===== config.mk =====
export PLATFORM = sky130hd
export DESIGN_NAME = fp_divsqrt_arbiter_flat
export DESIGN_NICKNAME = d
export VERILOG_FILES = /design/src/rtl/fp_divsqrt_arbiter_if.sv /design/src/rtl/fp_divsqrt_arbiter.sv /design/src/flat_wrapper.sv
export SDC_FILE = /design/constraint.sdc
export NUM_CORES = 1
export LEC_CHECK = 0
export BUFFER_PORTS_ARGS = -buffer_cell sky130_fd_sc_hd__buf_2
export CORE_UTILIZATION = 46
export DETAILED_ROUTE_END_ITERATION = 6
export PLACE_DENSITY = 0.79
export SLEW_MARGIN = 10
export SYNTH_ARGS = -nofsm -noshare
export SYNTH_HDL_FRONTEND = slang
export SYNTH_SLANG_ARGS = --single-unit

===== constraint.sdc =====
create_clock -name in_Clk -period 2.18 [get_ports in_Clk]
set_clock_uncertainty 0.05 [all_clocks]
set_input_delay 0.218 -clock in_Clk [delete_from_list [all_inputs] [get_ports in_Clk]]
set_output_delay 0.218 -clock in_Clk [all_outputs]
set_load 0.02 [all_outputs]

===== src/rtl/fp_divsqrt_arbiter_if.sv =====
// Handshake bundle between the FP divide/sqrt front-ends, the shared mantissa core
// and the divide/sqrt arbiter.
interface fp_divsqrt_arbiter_if #(
    parameter int WIDTH = 53
);
    logic             in_stall;
    logic             in_div_req;
    logic             in_sqrt_req;
    logic [WIDTH-1:0] in_core_result;
    logic             out_core_load;
    logic             out_core_op;
    logic [WIDTH-1:0] out_result;
    logic             out_div_done;
    logic             out_sqrt_done;
    logic             out_stall;
    logic             out_busy;

    modport master (
        output in_stall, in_div_req, in_sqrt_req, in_core_result,
        input  out_core_load, out_core_op, out_result,
        input  out_div_done, out_sqrt_done, out_stall, out_busy
    );

    modport slave (
        input  in_stall, in_div_req, in_sqrt_req, in_core_result,
        output out_core_load, out_core_op, out_result,
        output out_div_done, out_sqrt_done, out_stall, out_busy
    );
endinterface


===== src/rtl/fp_divsqrt_arbiter.sv =====
// Round-robin owner of the shared iterative mantissa divide/sqrt core: grants one
// requester, sequences load/run/capture and reports completion, holding the pipeline stall meanwhile.
module fp_divsqrt_arbiter #(
    parameter int WIDTH   = 53,
    parameter int LATENCY = 11,
    parameter int CNT_W   = 4
) (
    input  logic                 in_Clk,
    input  logic                 in_Rst_N,
    fp_divsqrt_arbiter_if.slave  bus
);

    typedef enum logic [1:0] {
        ST_IDLE = 2'd0,
        ST_LOAD = 2'd1,
        ST_RUN  = 2'd2,
        ST_DONE = 2'd3
    } state_t;

    localparam logic [CNT_W-1:0] RUN_LAST = CNT_W'(LATENCY - 1);

    state_t           state_r;
    state_t           state_nxt_s;
    logic [CNT_W-1:0] cnt_r;
    logic             grant_r;
    logic             last_grant_r;
    logic [WIDTH-1:0] result_r;
    logic             any_req_s;
    logic             grant_pick_s;
    logic             run_last_s;

    assign any_req_s  = bus.in_div_req | bus.in_sqrt_req;
    assign run_last_s = (cnt_r == RUN_LAST);

    // A tie goes to the side that was not served last; a lone request simply wins.
    always_comb begin
        grant_pick_s = 1'b0;
        if (bus.in_div_req && bus.in_sqrt_req) begin
            grant_pick_s = ~last_grant_r;
        end else if (bus.in_sqrt_req) begin
            grant_pick_s = 1'b1;
        end else begin
            grant_pick_s = 1'b0;
        end
    end

    // State register; a pipeline freeze holds the sequencer where it is.
    always_ff @(posedge in_Clk or negedge in_Rst_N) begin
        if (!in_Rst_N) begin
            state_r <= ST_IDLE;
        end else if (!bus.in_stall) begin
            state_r <= state_nxt_s;
        end else begin
            state_r <= state_r;
        end
    end

    // Next-state sequencing through load, fixed-length run and done.
    always_comb begin
        state_nxt_s = state_r;
        case (state_r)
            ST_IDLE: begin
                if (any_req_s) begin
                    state_nxt_s = ST_LOAD;
                end else begin
                    state_nxt_s = ST_IDLE;
                end
            end
            ST_LOAD: state_nxt_s = ST_RUN;
            ST_RUN: begin
                if (run_last_s) begin
                    state_nxt_s = ST_DONE;
                end else begin
                    state_nxt_s = ST_RUN;
                end
            end
            ST_DONE: state_nxt_s = ST_IDLE;
            default: state_nxt_s = ST_IDLE;
        endcase
    end

    // Grant, run counter, tie history and captured result; all frozen under stall.
    always_ff @(posedge in_Clk or negedge in_Rst_N) begin
        if (!in_Rst_N) begin
            cnt_r        <= {CNT_W{1'b0}};
            grant_r      <= 1'b0;
            last_grant_r <= 1'b1;
            result_r     <= {WIDTH{1'b0}};
        end else if (!bus.in_stall) begin
            case (state_r)
                ST_IDLE: begin
                    if (any_req_s) begin
                        grant_r <= grant_pick_s;
                    end else begin
                        grant_r <= grant_r;
                    end
                end
                ST_LOAD: cnt_r <= {CNT_W{1'b0}};
                ST_RUN: begin
                    cnt_r <= cnt_r + CNT_W'(1);
                    if (run_last_s) begin
                        result_r     <= bus.in_core_result;
                        last_grant_r <= grant_r;
                    end else begin
                        result_r     <= result_r;
                    end
                end
                default: cnt_r <= cnt_r;
            endcase
        end else begin
            cnt_r <= cnt_r;
        end
    end

    // Outputs decoded from the state register; stall is gated so reset forces it low.
    always_comb begin
        bus.out_core_load = 1'b0;
        bus.out_div_done  = 1'b0;
        bus.out_sqrt_done = 1'b0;
        bus.out_busy      = (state_r != ST_IDLE);
        bus.out_core_op   = grant_r;
        bus.out_result    = result_r;
        bus.out_stall     = in_Rst_N & any_req_s & (state_r != ST_DONE);
        case (state_r)
            ST_LOAD: bus.out_core_load = 1'b1;
            ST_DONE: begin
                bus.out_div_done  = ~grant_r;
                bus.out_sqrt_done = grant_r;
            end
            default: bus.out_core_load = 1'b0;
        endcase
    end

endmodule


===== src/flat_wrapper.sv =====
// flat-port wrapper written by rule: the top's interface ports become plain ports
module fp_divsqrt_arbiter_flat 
#(
    parameter int WIDTH   = 53,
    parameter int LATENCY = 11,
    parameter int CNT_W   = 4
)
  (in_Clk, in_Rst_N, bus_in_stall, bus_in_div_req, bus_in_sqrt_req, bus_in_core_result, bus_out_core_load, bus_out_core_op, bus_out_result, bus_out_div_done, bus_out_sqrt_done, bus_out_stall, bus_out_busy);
  fp_divsqrt_arbiter_if #(.WIDTH(WIDTH)) bus_i ();
  input  logic in_Clk;
  input  logic in_Rst_N;
  input wire logic [$bits(bus_i.in_stall)-1:0] bus_in_stall;
  input wire logic [$bits(bus_i.in_div_req)-1:0] bus_in_div_req;
  input wire logic [$bits(bus_i.in_sqrt_req)-1:0] bus_in_sqrt_req;
  input wire logic [$bits(bus_i.in_core_result)-1:0] bus_in_core_result;
  output wire logic [$bits(bus_i.out_core_load)-1:0] bus_out_core_load;
  output wire logic [$bits(bus_i.out_core_op)-1:0] bus_out_core_op;
  output wire logic [$bits(bus_i.out_result)-1:0] bus_out_result;
  output wire logic [$bits(bus_i.out_div_done)-1:0] bus_out_div_done;
  output wire logic [$bits(bus_i.out_sqrt_done)-1:0] bus_out_sqrt_done;
  output wire logic [$bits(bus_i.out_stall)-1:0] bus_out_stall;
  output wire logic [$bits(bus_i.out_busy)-1:0] bus_out_busy;
  assign bus_i.in_stall = bus_in_stall;
  assign bus_i.in_div_req = bus_in_div_req;
  assign bus_i.in_sqrt_req = bus_in_sqrt_req;
  assign bus_i.in_core_result = bus_in_core_result;
  assign bus_out_core_load = bus_i.out_core_load;
  assign bus_out_core_op = bus_i.out_core_op;
  assign bus_out_result = bus_i.out_result;
  assign bus_out_div_done = bus_i.out_div_done;
  assign bus_out_sqrt_done = bus_i.out_sqrt_done;
  assign bus_out_stall = bus_i.out_stall;
  assign bus_out_busy = bus_i.out_busy;
  fp_divsqrt_arbiter #(.WIDTH(WIDTH), .LATENCY(LATENCY), .CNT_W(CNT_W)) u_core (.in_Clk(in_Clk), .in_Rst_N(in_Rst_N), .bus(bus_i));
endmodule

==> results.sh, run 1 <==
export IMPL_grt_antenna_before_repair=0
export IMPL_status="finished clean"
export IMPL_placement_rows=26
export IMPL_clkTransAtPathRegs_ps=70
export IMPL_worst_path_dominant_cell_family="simple AND/OR/NAND/NOR gates"
export IMPL_ys_warnings_count=0
export IMPL_grt_max_degree=62
export IMPL_met3_usage_pct=5.95
export IMPL_area_used_by_multi_input_combinational_logic_sq_um=912
export IMPL_numPortBuffers=116
export IMPL_dp_worst_setup_slack_ps=180
export IMPL_synth_cell_area_sq_um=2510
export IMPL_cp_cell_sequence="inv_1 > ha_1 > nand4b_4 > nor2_8 > buf_12 > mux2_2"
export IMPL_grt_pass1_wl_um=7240
export IMPL_grt_setup_unrepaired="no"
export IMPL_num_antenna_cells=0
export IMPL_tritoncts="yes"
export IMPL_post_cts_setup_buffers=0
export IMPL_core_area_sq_um=5170
export IMPL_comb_power_share_pct=36.5
export IMPL_syn_avg_cell_area_sq_um=15.6
export IMPL_finalSetupViolCount=0
export IMPL_vias=1704
export IMPL_leakage_power_uw=0.00184
export IMPL_final_critical_path_setup_slack_ps=192
export IMPL_synth_lib_cells_used_distinct=23
export IMPL_globalRouteTotalUtil_pct=17.3
export IMPL_post_cts_resize_count=0
export IMPL_sequential_cell_area_sq_um=1530
export IMPL_synth_enable_flop_cells=0
export IMPL_ant_nets=0
export IMPL_routed_wire_length_per_instance_um=13.5
export IMPL_worst_ep_required_time_ps=2330
export IMPL_full_die_area_sq_um=5760
export IMPL_hold_viol_final=0
export IMPL_drv_cap=0
export IMPL_fp_dieH_um=75.9
export IMPL_cts_num_sinks=61
export IMPL_timing_hold_worst_class="primary input to async pin"
export IMPL_peakVddDrop_uv=536
export IMPL_routed_via_density=4.72
export IMPL_sw_pwr_uw=1570
export IMPL_final_setup_tns_ps=0
export IMPL_sw_frac_of_total_pct=36.2
export IMPL_layout_area_overhead_vs_synth_pct=33.9
export IMPL_cts_hold_fix_buffers=0
export IMPL_internal_power_uw=2760
export IMPL_detailedRoute_firstPassIterationCount=2
export IMPL_worst_setup_path_end_kind="register"
export IMPL_finalCritPeriodShare_pct=91.2
export IMPL_critical_path_max_fanout=22
export IMPL_post_dp_hpwl_um=3650
export IMPL_grt_pass1_vias=1566
export IMPL_maxSlewHeadroom_pct=50.5
export IMPL_global_route_usage_met2_pct=28.8
export IMPL_synth_top_cells_by_area="sky130_fd_sc_hd__dfrtp_1, sky130_fd_sc_hd__mux2_2, sky130_fd_sc_hd__mux2_1, sky130_fd_sc_hd__ha_1, sky130_fd_sc_hd__buf_6"
export IMPL_cts_made_buffers=9
export IMPL_starting_density_of_the_core_pct=48.5
export IMPL_netlist_instances=161
export IMPL_yosys_top_cells_count="sky130_fd_sc_hd__dfrtp_1, sky130_fd_sc_hd__mux2_2, sky130_fd_sc_hd__mux2_1, sky130_fd_sc_hd__nand2_1, sky130_fd_sc_hd__ha_1"
export IMPL_critical_path_buf_inv_count=2
export IMPL_detail_route_drc_violations=0
export IMPL_gpl_final_weighted_congestion=0.752
export IMPL_ff2ff_setup_slack_ps=190
export IMPL_max_stage_delay_cell_worst_path="sky130_fd_sc_hd__dfrtp_1"
export IMPL_yosys_cell_count_top_type="sky130_fd_sc_hd__dfrtp_1"
export IMPL_synth_ff_latch_count=61
export IMPL_drive_above_1_share_pct=58.4
export IMPL_number_of_drc_markers_in_iteration_0=35
export IMPL_worst_endpoint_arrival_ps=2140
export IMPL_final_fill_count=415
export IMPL_layout_min_cycle_time_ps=1990
export IMPL_routed_wl_um=4860
export IMPL_fp_dieW_um=75.9
export IMPL_cp_slowest_stage_delay_ps=410
export IMPL_htreeDepth=3
export IMPL_postSynthNetCount=226
export IMPL_clock_latency_ps=320
export IMPL_setup_worst_path_start_class="register"
export IMPL_max_slew_violations=0
export IMPL_synth_top_area_cell="sky130_fd_sc_hd__dfrtp_1"
export IMPL_boundaryPins=117
export IMPL_cts_max_path_buffers=2
export IMPL_ys_flop_type="sky130_fd_sc_hd__dfrtp_1"
export IMPL_share_seq_of_total_power_pct=41.1
export IMPL_tightest_slew_ps=742
export IMPL_rr_startpoint="u_core.state_r[0]"
export IMPL_reg2reg_depth=6
export IMPL_max_freq_mhz=503
export IMPL_power_density_nw_per_um2=1290
export IMPL_seq_area_frac_synth_pct=60.8
export IMPL_worstReg2RegEnd="u_core.bus.out_result[24]"
export IMPL_asyncSetResetFlopFracSynth_pct=100
export IMPL_cts_root_buffer="sky130_fd_sc_hd__clkbuf_8"
export IMPL_fin_nets=351
export IMPL_globalRouteOverflowTotal=0
export IMPL_clock_network_fraction_of_total_power_pct=22.4
export IMPL_grt_max_usage_layer="met2"
export IMPL_post_synth_top_area_fraction_pct=59.8
export IMPL_critical_path_class="register to register"
export IMPL_grt_util_met1_pct=19.9
-- registers in the layout, summed over array words and instances, names as in the netlist --
| name | count |
|---|---|
| u_core.last_grant_r | 1 |
| u_core.state_r | 2 |
| u_core.cnt_r | 4 |
| u_core.bus.out_core_op | 1 |
| u_core.bus.out_result | 53 |
-- through the flow --
| step | hold slack, ps | util [%] | cells | instance area (sq um) | total power [uW] |
|---|---|---|---|---|---|
| finish | 15.5 | 65.0 | 361 | 3360 | 4320 |
| CTS | 42.5 | 65.0 | 361 | 3360 | 4380 |
| floorplan | -128 | - | 161 | 2510 | 2800 |
| detailed placement | 388 | 61.3 | 345 | 3170 | 3400 |
| global placement | 385 | 61.3 | 345 | 3170 | 3350 |
| global route | 53.1 | 65.0 | 361 | 3360 | 4610 |
-- kinds of logic after synthesis --
logic type | after synthesis | synth area share [%]
DFF | 61 | 60.8
muxes | 56 | 25.1
adders and majority gates | 7 | 3.49
and+or+nand+nor | 22 | 6.23
buffers and inverters | 9 | 2.84
AOI/OAI and AO/OA | 6 | 1.54
-- how the worst max path moves through the flow --
stage | cells past startpoint | end | from
3_5_place_dp | 6 | u_core.bus.out_result[42] | u_core.state_r[0]
4_1_cts | 6 | u_core.bus.out_result[32] | u_core.state_r[0]
5_1_grt | 6 | u_core.bus.out_result[24] | u_core.state_r[0]
2_1_floorplan | 6 | u_core.bus.out_result[10] | u_core.state_r[0]
6_report | 6 | u_core.bus.out_result[24] | u_core.state_r[0]
3_3_place_gp | 6 | u_core.bus.out_result[40] | u_core.state_r[0]
-- per-layer routing --
metal	vias to the layer above	wire [um]
li1	814	-
met1	812	1970
met2	70	2410
met3	8	404
met4	0	67
met5	-	0
-- layout make-up --
cell class | count | area share (%)
clock inverters | 4 | 1.41
inverters | 4 | 0.446
flip-flops and latches | 61 | 45.4
well taps | 70 | 2.60
clock buffers | 12 | 4.32
multi-input cells | 91 | 27.1
repair buffers | 119 | 18.7
-- placed cells by master, fill, tap and decap left out, types with 2 or more instances in the layout --
master	n
sky130_fd_sc_hd__dfrtp_1	60
sky130_fd_sc_hd__clkbuf_8	10
sky130_fd_sc_hd__clkbuf_1	2
sky130_fd_sc_hd__inv_1	4
sky130_fd_sc_hd__nand3_1	3
sky130_fd_sc_hd__nand2_1	8
sky130_fd_sc_hd__mux2_1	22
sky130_fd_sc_hd__mux2_2	33
sky130_fd_sc_hd__nor2b_1	2
sky130_fd_sc_hd__ha_1	7
sky130_fd_sc_hd__buf_2	116
sky130_fd_sc_hd__clkinv_2	2
sky130_fd_sc_hd__buf_12	2
sky130_fd_sc_hd__o21ai_0	4
-- power groups by stage --
| stage | sequential, uW | combinational, uW | clock, uW |
|---|---|---|---|
| 4_1_cts | 1780 | 1600 | 1000 |
| 2_1_floorplan | 2240 | 559 | 0 |
| 6_report | 1780 | 1580 | 970 |
| 3_5_place_dp | 1800 | 1600 | 0 |
| 3_3_place_gp | 1790 | 1560 | 0 |
| 5_1_grt | 1850 | 1720 | 1040 |
(Power assumes the default switching activity.)
==> run 2: changes to the inputs <==
- CORE_ASPECT_RATIO: unset -> 0.6
==> run 2 against run 1 <==
Effect of this change:
- the flow now finishes with violations (negative hold slack)
- final cell count fell by 1.1%
- largest cell class unchanged
- die area rose by 0.17%
- total power fell by 3.3%
- via count rose by 1.9%
==> results.sh, run 2 (synthesized netlist as in run 1, its figures left out) <==
export IMPL_finalCritPeriodShare_pct=87.0
export IMPL_fp_dieW_um=97.4
export IMPL_cts_root_buffer="sky130_fd_sc_hd__clkbuf_8"
export IMPL_final_setup_tns_ps=0
export IMPL_cts_max_path_buffers=2
export IMPL_violated_checks="negative hold slack"
export IMPL_numPortBuffers=116
export IMPL_rr_startpoint="u_core.state_r[0]"
export IMPL_post_layout_total_power_uw=4180
export IMPL_cp_cell_sequence="inv_1 > ha_1 > nand4b_4 > nor2_8 > buf_12 > mux2_2"
export IMPL_gpl_final_weighted_congestion=0.740
export IMPL_detail_route_drc_violations=0
export IMPL_globalRouteOverflowTotal=0
export IMPL_setup_worst_path_start="u_core.state_r[0]"
export IMPL_layout_min_cycle_time_ps=1900
export IMPL_post_cts_setup_buffers=0
export IMPL_placement_rows=20
export IMPL_core_area_sq_um=5150
export IMPL_routed_wire_length_per_instance_um=13.6
export IMPL_status="finished, violations left"
export IMPL_grt_antenna_before_repair=0
export IMPL_cp_slowest_stage_delay_ps=410
export IMPL_boundaryPins=117
export IMPL_hold_viol_final=4
export IMPL_ant_nets=0
export IMPL_detailedRoute_firstPassIterationCount=4
export IMPL_cts_made_buffers=9
export IMPL_max_stage_delay_cell_worst_path="sky130_fd_sc_hd__dfrtp_1"
export IMPL_max_slew_violations=0
export IMPL_critical_path_max_fanout=33
export IMPL_grt_pass1_vias=1693
export IMPL_worst_setup_path_end_kind="register"
export IMPL_timing_hold_worst_class="primary input to async pin"
export IMPL_clock_latency_ps=330
export IMPL_highest_count_cells_in_the_layout_ignoring_fill_and_taps="sky130_fd_sc_hd__buf_2, sky130_fd_sc_hd__dfrtp_1, sky130_fd_sc_hd__mux2_2"
export IMPL_fp_dieH_um=59.2
export IMPL_htreeDepth=3
export IMPL_number_of_drc_markers_in_iteration_0=34
export IMPL_leakage_power_uw=0.00183
export IMPL_vias=1737
export IMPL_routed_wl_um=4870
export IMPL_finalHoldWorstSlack_ps=-11.7
export IMPL_globalRouteTotalUtil_pct=18.7
export IMPL_worst_endpoint_arrival_ps=2060
export IMPL_grt_setup_unrepaired="no"
export IMPL_peakVddDrop_uv=587
export IMPL_post_cts_resize_count=0
export IMPL_drive_above_1_share_pct=58.4
export IMPL_worst_path_dominant_cell_family="flip-flops"
export IMPL_tightest_slew_ps=732
export IMPL_finalSetupViolCount=0
export IMPL_clkTransAtPathRegs_ps=70
export IMPL_worst_ep_required_time_ps=2340
export IMPL_cts_hold_fix_buffers=0
export IMPL_starting_density_of_the_core_pct=48.7
export IMPL_max_reg_flops=53
export IMPL_num_antenna_cells=0
export IMPL_layout_area_overhead_vs_synth_pct=32.4
export IMPL_setup_worst_path_start_class="register"
export IMPL_power_density_nw_per_um2=1260
export IMPL_drv_cap=0
export IMPL_cts_num_sinks=61
export IMPL_max_freq_mhz=527
export IMPL_full_die_area_sq_um=5770
export IMPL_maxSlewHeadroom_pct=51.2
export IMPL_grt_max_degree=62
export IMPL_critical_path_class="register to register"
export IMPL_routed_via_density=4.87
export IMPL_critical_path_buf_inv_count=2
export IMPL_tritoncts="yes"
export IMPL_fin_nets=351
export IMPL_post_dp_hpwl_um=3640
export IMPL_grt_pass1_wl_um=8030
export IMPL_layout_cells_most_common="sky130_fd_sc_hd__buf_2"
-- run 2: changes by cell type in the layout (fill, tap and decap cells not counted), sizes merged --
cell    before  now
clkinv       2    4
bufinv       1    0
clkbuf      12   11
-- run 2: layout make-up --
cell class,instances,area (sq um)
clock buffer,11,131
clock inverter,5,27.5
fill,431,1830
inverter,4,15.0
multi-input combinational,91,912
sequential,61,1530
tap,66,82.6
timing repair buffer,119,628
-- run 2: metal layers --
layer,wire length [um],vias up,global-route usage (%)
met1,2230,838,24.0
met4,54,0,8.19
met5,0,-,0
li1,-,817,-
met3,454,8,8.25
met2,2130,74,27.9
-- run 2: worst paths after layout --
path                                                   to  cells after the start  slack (ps)
worst max-delay path            u_core.bus.out_result[26]                      6         280
worst min-delay path            u_core.bus.out_result[52]                      2         -10
worst max register to register  u_core.bus.out_result[26]                      6         280
worst min register to register  u_core.bus.out_result[31]                      1         430
max in group asynchronous                 u_core.cnt_r[1]                      2        1580
min in group in_Clk              u_core.bus.out_result[4]                      2          50
-- run 2: stage by stage --
stage	util, %	cells	area, sq um	hold WS (ps)	setup WS (ps)
after global placement	61.4	341	3170	383	352
after global routing	64.5	357	3320	39.5	188
after detailed placement	61.4	341	3170	392	278
final	64.5	357	3320	-11.7	283
after floorplan	-	161	2510	-128	441
after CTS	64.5	357	3320	33.8	255
-- run 2: where the power goes --
part	internal [uW]	switching, uW	total, uW
Sequential	1550	236	1790
Combinational	652	922	1570
Clock	404	414	819
Total	2610	1570	4180
